<file path="config.mk">
export PLATFORM = sky130hd
export DESIGN_NAME = wptr_full
export DESIGN_NICKNAME = d
export VERILOG_FILES = /design/src/rtl/wptr_full.sv
export SDC_FILE = /design/constraint.sdc
export NUM_CORES = 1
export LEC_CHECK = 0
export CORE_MARGIN = 2
export CORE_UTILIZATION = 46
export DETAILED_ROUTE_END_ITERATION = 8
export GPL_ROUTABILITY_DRIVEN = 0
export PLACE_DENSITY_LB_ADDON = 0.1
export REMOVE_ABC_BUFFERS = 1
export SYNTH_ARGS = -nofsm -noshare
export SYNTH_HDL_FRONTEND = slang
export SYNTH_SLANG_ARGS = --single-unit
</file>
<file path="constraint.sdc">
create_clock -name wclk -period 2.9 [get_ports wclk]
set_input_delay 0.29 -clock wclk [delete_from_list [all_inputs] [get_ports wclk]]
set_output_delay 0.29 -clock wclk [all_outputs]
set_load 0.02 [all_outputs]
</file>
<file path="src/rtl/wptr_full.sv">
// Write-side pointer and full/occupancy logic of an asynchronous FIFO.
// Keeps the binary/Gray write pointer, synchronizes the read pointer and derives the status flags.
module wptr_full #(
    parameter int ASIZE    = 4,
    parameter int AFULL_TH = 12
) (
    input  logic             wclk,
    input  logic             wrst,
    input  logic             wen,
    input  logic [ASIZE:0]   rptr_async,
    input  logic             wovf_clr,
    output logic [ASIZE-1:0] waddr,
    output logic [ASIZE:0]   wptr,
    output logic             wfull,
    output logic             walmost_full,
    output logic [ASIZE:0]   wcount,
    output logic             woverflow
);

    localparam logic [ASIZE:0] AFULL_LVL = AFULL_TH[ASIZE:0];

    logic [ASIZE:0] wbin;
    logic [ASIZE:0] wbin_next;
    logic [ASIZE:0] wgray_next;
    logic [ASIZE:0] wq1;
    logic [ASIZE:0] wq2;
    logic [ASIZE:0] rbin;
    logic [ASIZE:0] wcount_next;
    logic           winc;
    logic           wfull_next;
    logic           walmost_full_next;

    assign waddr = wbin[ASIZE-1:0];

    // Full when the next write pointer has lapped the synchronized read pointer exactly once.
    always_comb begin
        winc       = wen & ~wfull;
        wbin_next  = wbin + {{ASIZE{1'b0}}, winc};
        wgray_next = wbin_next ^ (wbin_next >> 1);
        rbin       = '0;
        for (int i = 0; i <= ASIZE; i++) begin
            rbin[i] = ^(wq2 >> i);
        end
        wfull_next        = (wgray_next == {~wq2[ASIZE:ASIZE-1], wq2[ASIZE-2:0]});
        wcount_next       = wbin_next - rbin;
        walmost_full_next = (wcount_next >= AFULL_LVL);
    end

    // Overflow set takes priority over a simultaneous clear.
    always_ff @(posedge wclk) begin
        if (wrst) begin
            wbin         <= '0;
            wptr         <= '0;
            wq1          <= '0;
            wq2          <= '0;
            wfull        <= 1'b0;
            walmost_full <= 1'b0;
            wcount       <= '0;
            woverflow    <= 1'b0;
        end else begin
            wq1          <= rptr_async;
            wq2          <= wq1;
            wbin         <= wbin_next;
            wptr         <= wgray_next;
            wfull        <= wfull_next;
            walmost_full <= walmost_full_next;
            wcount       <= wcount_next;
            if (wen && wfull) begin
                woverflow <= 1'b1;
            end else if (wovf_clr) begin
                woverflow <= 1'b0;
            end
        end
    end

endmodule

</file>
==> impl_metrics.yaml, run 1 <==
cells_and_area:
  mostFrequentLayoutCell: "dfxtp_1"
  final_core_area_utilization_pct: 61.7
  area_growth_syn_to_layout_pct: 28.2
  final_net_count: 161
  area_of_the_multi_input_gates_sq_um: 596
  fillerInstances: 226
  seq_area_sq_um: 541
  diodes: 0
  drive_above_1_share_pct: 9.66
  layout_common_cells: "dfxtp_1 (27), clkdlybuf4s50_1 (25), nor2b_1 (15)"
timing:
  worstMarginPinSlew_ns: 0.491
  final-setup-viol-count: 0
  max_freq_mhz: 417
  final_hold_viol_count: 0
  timing.setup.tns_ns: 0
  slew_viol_final: 0
  final.period_utilization_pct: 82.6
  min_period_ns: 2.40
  clock-skew-final_ns: 0.00777
  max_slew_headroom_pct: 67.1
  rsz_0062_raised_after_global_routing: "no"
floorplanning:
  initial_utilization_pct: 48.1
  chipHeight_um: 54.4
  floorplan.die_area_sq_um: 2960
  die_width_um: 54.4
  core-area_sq_um: 2430
  boundaryPins: 26
  row_count: 18
pwr:
  pwr-share-comb_pct: 29.2
  switching_power_w: 0.000240
  switching_share_pct: 29.4
  seq_power_share_pct: 51.0
  leakagePower_nw: 0.614
  power_density_nw_per_um2: 543
  clockPowerShare_pct: 19.8
  vdd_drop_max_uv: 372
  internal-power_w: 0.000575
synth:
  syn_avg_cell_area_sq_um: 10.1
  synthTopCellsByArea: "dfxtp_1 (46%), nor2b_1 (8.0%), ha_1 (6.4%), xnor2_1 (5.2%), xor2_1 (4.5%)"
  synth_area_sq_um: 1170
  synth-compound-area-share_pct: 7.70
  synthDistinctLibCells: 30
  synth_xor_xnor_area_share_pct: 16.3
  simple_gate_fraction_of_synth_area_pct: 19.7
  biggest_area_consumer_among_synthesized_cells: "dfxtp_1"
  combinational_family_with_the_most_area_after_synthesis: "simple AND/OR/NAND/NOR gates"
  synth_warnings: 0
  ys_seq_area_share_pct: 46.2
  synth_adder_area_share_pct: 6.42
  postSynthCellCount: 116
  multiplexer_area_fraction_after_synthesis_pct: 0.856
  postSynthRegisterBits: 27
  post-synth-top-area-fraction_pct: 46.2
grt:
  grt_util_all_layers_pct: 15.3
  number_of_antenna_violations_at_the_first_check_in_global_routing: 0
  gr-total-overflow: 0
  grt_pass1_wl_mm: 3.13
  first_global_vias: 707
  grt_max_degree: 16
outcome:
  outcome: "completed"
clock_network:
  cts_tree: "yes"
  clock_sink_count: 27
  clkSlewWorstSetupHoldPaths_ns: 0.13
  post_cts_resize_count: 0
  tritoncts.num_buffers: 3
  postCtsSetupRepairBufs: 0
  ctsRootBufferMaster: "clkbuf_4"
  cts_hold_buffers: 0
  htreeDepth: 1
  worst_skew_pair.late_latency_ns: 0.33
  cts.path.max_buffers: 2
critical_path:
  worstPathArrival_ns: 2.65
  critPathMaxFanout: 5
  kind_of_critical_path: "input pin to flip-flop"
  worst_setup_path_end_kind: "flip-flop"
  worstPathRequired_ns: 3.15
  start_kind: "input pin"
  reg_to_reg_setup_timing_slack_ns: 0.58
route:
  final_antenna_net_count: 0
  avgViaCountPerCell: 4.90
  drt-wirelength-per-cell_um: 11.0
  drtIter0Drc: 17
  num_vias: 858
  detail_route.first_pass.iterations: 4
  totalWireLength_mm: 1.92
  post-route-drc-count: 0
flow_run:
  timing.max_cap.violations: 0
worst_hold_path:
  hold_path.class: "flip-flop to flip-flop"
placement:
  portBuffers: 25
  placed_wire_length_estimate_mm: 1.46
## per-stage QoR
stage / worst slack [ns] / hold WS (ns) / cell area (sq um) / instances / total power [W]
finish: 0.505 / 0.454 / 1500 / 175 / 0.000815
global route: 0.334 / 0.470 / 1500 / 175 / 0.000864
CTS: 0.519 / 0.460 / 1500 / 175 / 0.000825
detailed placement: 0.172 / 0.429 / 1470 / 171 / 0.000661
global placement: 0.233 / 0.418 / 1470 / 171 / 0.000657
floorplan: 0.510 / 0.357 / 1150 / 112 / 0.000569
## registers in the layout, indices dropped and copies added (netlist names)
name / flops
woverflow: 1
wq2: 5
walmost_full: 1
wbin: 4
wfull: 1
wptr: 5
wcount: 5
wq1: 5
## Yosys cell counts, drive strengths merged
cell type	n
or3	1
or2	2
nor4	1
a21oi	5
o21ai	1
a211o	2
clkbuf	3
xnor2	9
ha	6
xor3	1
xor2	7
buf	1
nand2b	2
and2	2
a211oi	1
nand2	2
o221ai	1
a2111oi	1
nand3	3
o2111ai	1
and4b	1
nor2	13
nor2b	15
inv	5
mux2i	1
a41oi	1
nor3	1
dfxtp	27
## routing by layer
metal	global-route usage, %	up-vias	wire (um)
li1	-	440	-
met1	19.0	381	861
met2	24.5	32	907
met3	2.46	5	102
met4	10.0	0	53
met5	0	-	0
## final timing paths
check	startpoint	to	cells past startpoint
max	wen	walmost_full$_SDFF_PP0_	11
min reg2reg	wq1[2]$_SDFF_PP0_	wq2[2]$_SDFF_PP0_	1
max reg2reg	wq2[4]$_SDFF_PP0_	walmost_full$_SDFF_PP0_	9
min	wq1[2]$_SDFF_PP0_	wq2[2]$_SDFF_PP0_	1
## critical path, stage by stage
cell and delay [ns]:
clkdlybuf4s50_1 0.41, nor2b_1 0.14, ha_1 0.19, ha_1 0.23, xor2_2 0.20, ha_1 0.36
or2_2 0.30, nor2_1 0.09, a41oi_1 0.05, and4b_1 0.23, o221ai_1 0.15
## final cells by class
cell class / count / share of cell area [%]
Multi-Input combinational cell: 80 / 39.7
Clock inverter: 1 / 0.334
Timing Repair Buffer: 29 / 18.7
Inverter: 5 / 1.25
Clock buffer: 3 / 1.50
Sequential cell: 27 / 36.0
Tap cell: 30 / 2.50
## cell families (layout without fill, tap and decap cells)
group,after synthesis,after routing
compound gates,13,13
xor+xnor,17,17
fa+ha+maj,6,6
buf+inv,9,38
flops,27,27
mux,1,1
simple gates,43,43
## power by group through the flow
stage / clock network [W] / registers, W / logic, W
2_1_floorplan: 0 / 0.000458 / 0.000111
6_report: 0.000162 / 0.000415 / 0.000238
3_5_place_dp: 0 / 0.000424 / 0.000237
4_1_cts: 0.000170 / 0.000416 / 0.000239
5_1_grt: 0.000182 / 0.000420 / 0.000262
3_3_place_gp: 0 / 0.000423 / 0.000234
Power figures use the tool's default switching activity.
==> run 2, diff against run 1 <==
Clock period 2.9 ns to 2.5 ns, I/O delays scaled along.
==> run 2 against run 1 <==
Against the previous run: power grew 16%; first-iteration DRC count shrank 29%; critical endpoint unchanged; largest power group unchanged; final cell count grew 1.1%; critical path depth is the same; sequential share of layout area shrank 0.33 points; sequential power grew 16%; non-clock buffer count grew 2.
==> impl_metrics.yaml, run 2 (synthesized netlist as in run 1, its figures left out) <==
outcome:
  outcome: "completed"
critical_path:
  worst_setup_path_end_kind: "flip-flop"
  worstPathRequired_ns: 2.75
  kind_of_critical_path: "input pin to flip-flop"
  crit_slowest_cell: "clkdlybuf4s50_1"
  critPathMaxStageDelay_ns: 0.47
  crit_chain: "clkdlybuf4s50_1, nor2b_1, ha_1, nand3_1, xor2_1, inv_1, ha_1, inv_1, a2111oi_0, and4b_1, o221ai_1"
  worstPathArrival_ns: 2.57
  start_kind: "input pin"
  critPathMaxFanout: 6
flow_run:
  timing.max_cap.violations: 0
route:
  final_antenna_net_count: 0
  drt-wirelength-per-cell_um: 11.4
  num_vias: 883
  totalWireLength_mm: 2.02
  drtIter0Drc: 12
  detail_route.first_pass.iterations: 4
  avgViaCountPerCell: 4.99
  post-route-drc-count: 0
floorplanning:
  row_count: 18
  floorplan.die_area_sq_um: 2960
  core-area_sq_um: 2430
  boundaryPins: 26
  die_width_um: 54.4
  initial_utilization_pct: 48.1
  chipHeight_um: 54.4
clock_network:
  cts_hold_buffers: 0
  ctsRootBufferMaster: "clkbuf_4"
  tritoncts.num_buffers: 3
  cts.path.max_buffers: 2
  clkSlewWorstSetupHoldPaths_ns: 0.14
  clock_sink_count: 27
  htreeDepth: 1
  cts_tree: "yes"
  worst_skew_pair.late_latency_ns: 0.32
  post_cts_resize_count: 0
  postCtsSetupRepairBufs: 0
pwr:
  finalPower_w: 0.000947
  power_density_nw_per_um2: 625
  vdd_drop_max_uv: 385
  leakagePower_nw: 0.620
timing:
  timing.hold.ws_ns: 0.452
  worstMarginPinSlew_ns: 0.491
  timing.setup.tns_ns: 0
  final.period_utilization_pct: 92.5
  final_hold_viol_count: 0
  min_period_ns: 2.31
  clock-skew-final_ns: 0.00350
  slew_viol_final: 0
  max_slew_headroom_pct: 67.2
  max_freq_mhz: 433
  final-setup-viol-count: 0
  rsz_0062_raised_after_global_routing: "no"
cells_and_area:
  diodes: 0
  seq_area_sq_um: 541
  layout_common_cells: "dfxtp_1 (27), clkdlybuf4s50_1 (25), nor2b_1 (15)"
  area_growth_syn_to_layout_pct: 29.4
  final_net_count: 163
  fillerInstances: 231
  final_instance_area_sq_um: 1510
  drive_above_1_share_pct: 10.2
  final_core_area_utilization_pct: 62.2
  area_of_the_multi_input_gates_sq_um: 596
  mostFrequentLayoutCell: "dfxtp_1"
placement:
  post_dp_cell_area_sq_um: 1490
  portBuffers: 25
  placed_wire_length_estimate_mm: 1.59
grt:
  gr-total-overflow: 0
  grt_pass1_wl_mm: 3.45
  number_of_antenna_violations_at_the_first_check_in_global_routing: 0
  first_global_vias: 827
  grt_max_degree: 15
  grt_util_all_layers_pct: 16.6
worst_hold_path:
  hold_path.class: "flip-flop to flip-flop"
-- run 2: cell types whose count changed in the layout (fill, tap and decap cells not counted), sizes merged --
cell    previous run  this run
clkinv             1         0
clkbuf             3         4
buf                4         6
-- run 2: critical path, delay by kind of cell --
kind	cells	cell delay [ns]
adder cells (fa/ha/maj)	2	0.47
XOR/XNOR	1	0.20
AO/OA/AOI/OAI	2	0.53
buffers and inverters	3	0.62
AND/OR/NAND/NOR	3	0.49
-- run 2: worst paths after layout --
| path | startpoint | to | slack (ns) | depth (start not counted) |
|---|---|---|---|---|
| hold reg to reg | wq1[0]$_SDFF_PP0_ | wq2[0]$_SDFF_PP0_ | 0.45 | 1 |
| setup reg to reg | wq2[4]$_SDFF_PP0_ | walmost_full$_SDFF_PP0_ | 0.19 | 9 |
| setup / recovery | wen | walmost_full$_SDFF_PP0_ | 0.19 | 11 |
| hold / removal | wq1[0]$_SDFF_PP0_ | wq2[0]$_SDFF_PP0_ | 0.45 | 1 |
-- run 2: cell type report --
| cell class | instances | share of cell area, % |
|---|---|---|
| clock buffer | 4 | 1.74 |
| inverter | 5 | 1.24 |
| tap | 30 | 2.48 |
| sequential | 27 | 35.7 |
| multi-input combinational | 80 | 39.3 |
| timing repair buffer | 31 | 19.5 |
-- run 2: layer usage --
metal  track usage, %  routed length, um
met5                0                  0
met4             8.75                 42
met3             3.01                 84
met2             31.3               1010
met1             17.1                879
-- run 2: power by group --
part	internal [W]	switching, W
Sequential	0.000469	0.0000130
Combinational	0.000141	0.000138
Clock	0.0000626	0.000124
-- run 2: stage by stage --
stage	setup slack [ns]	std cells
after floorplan	0.110	112
after global placement	-0.0805	173
after CTS	0.188	177
after global routing	0.0212	177
after detailed placement	-0.164	173
final	0.189	177
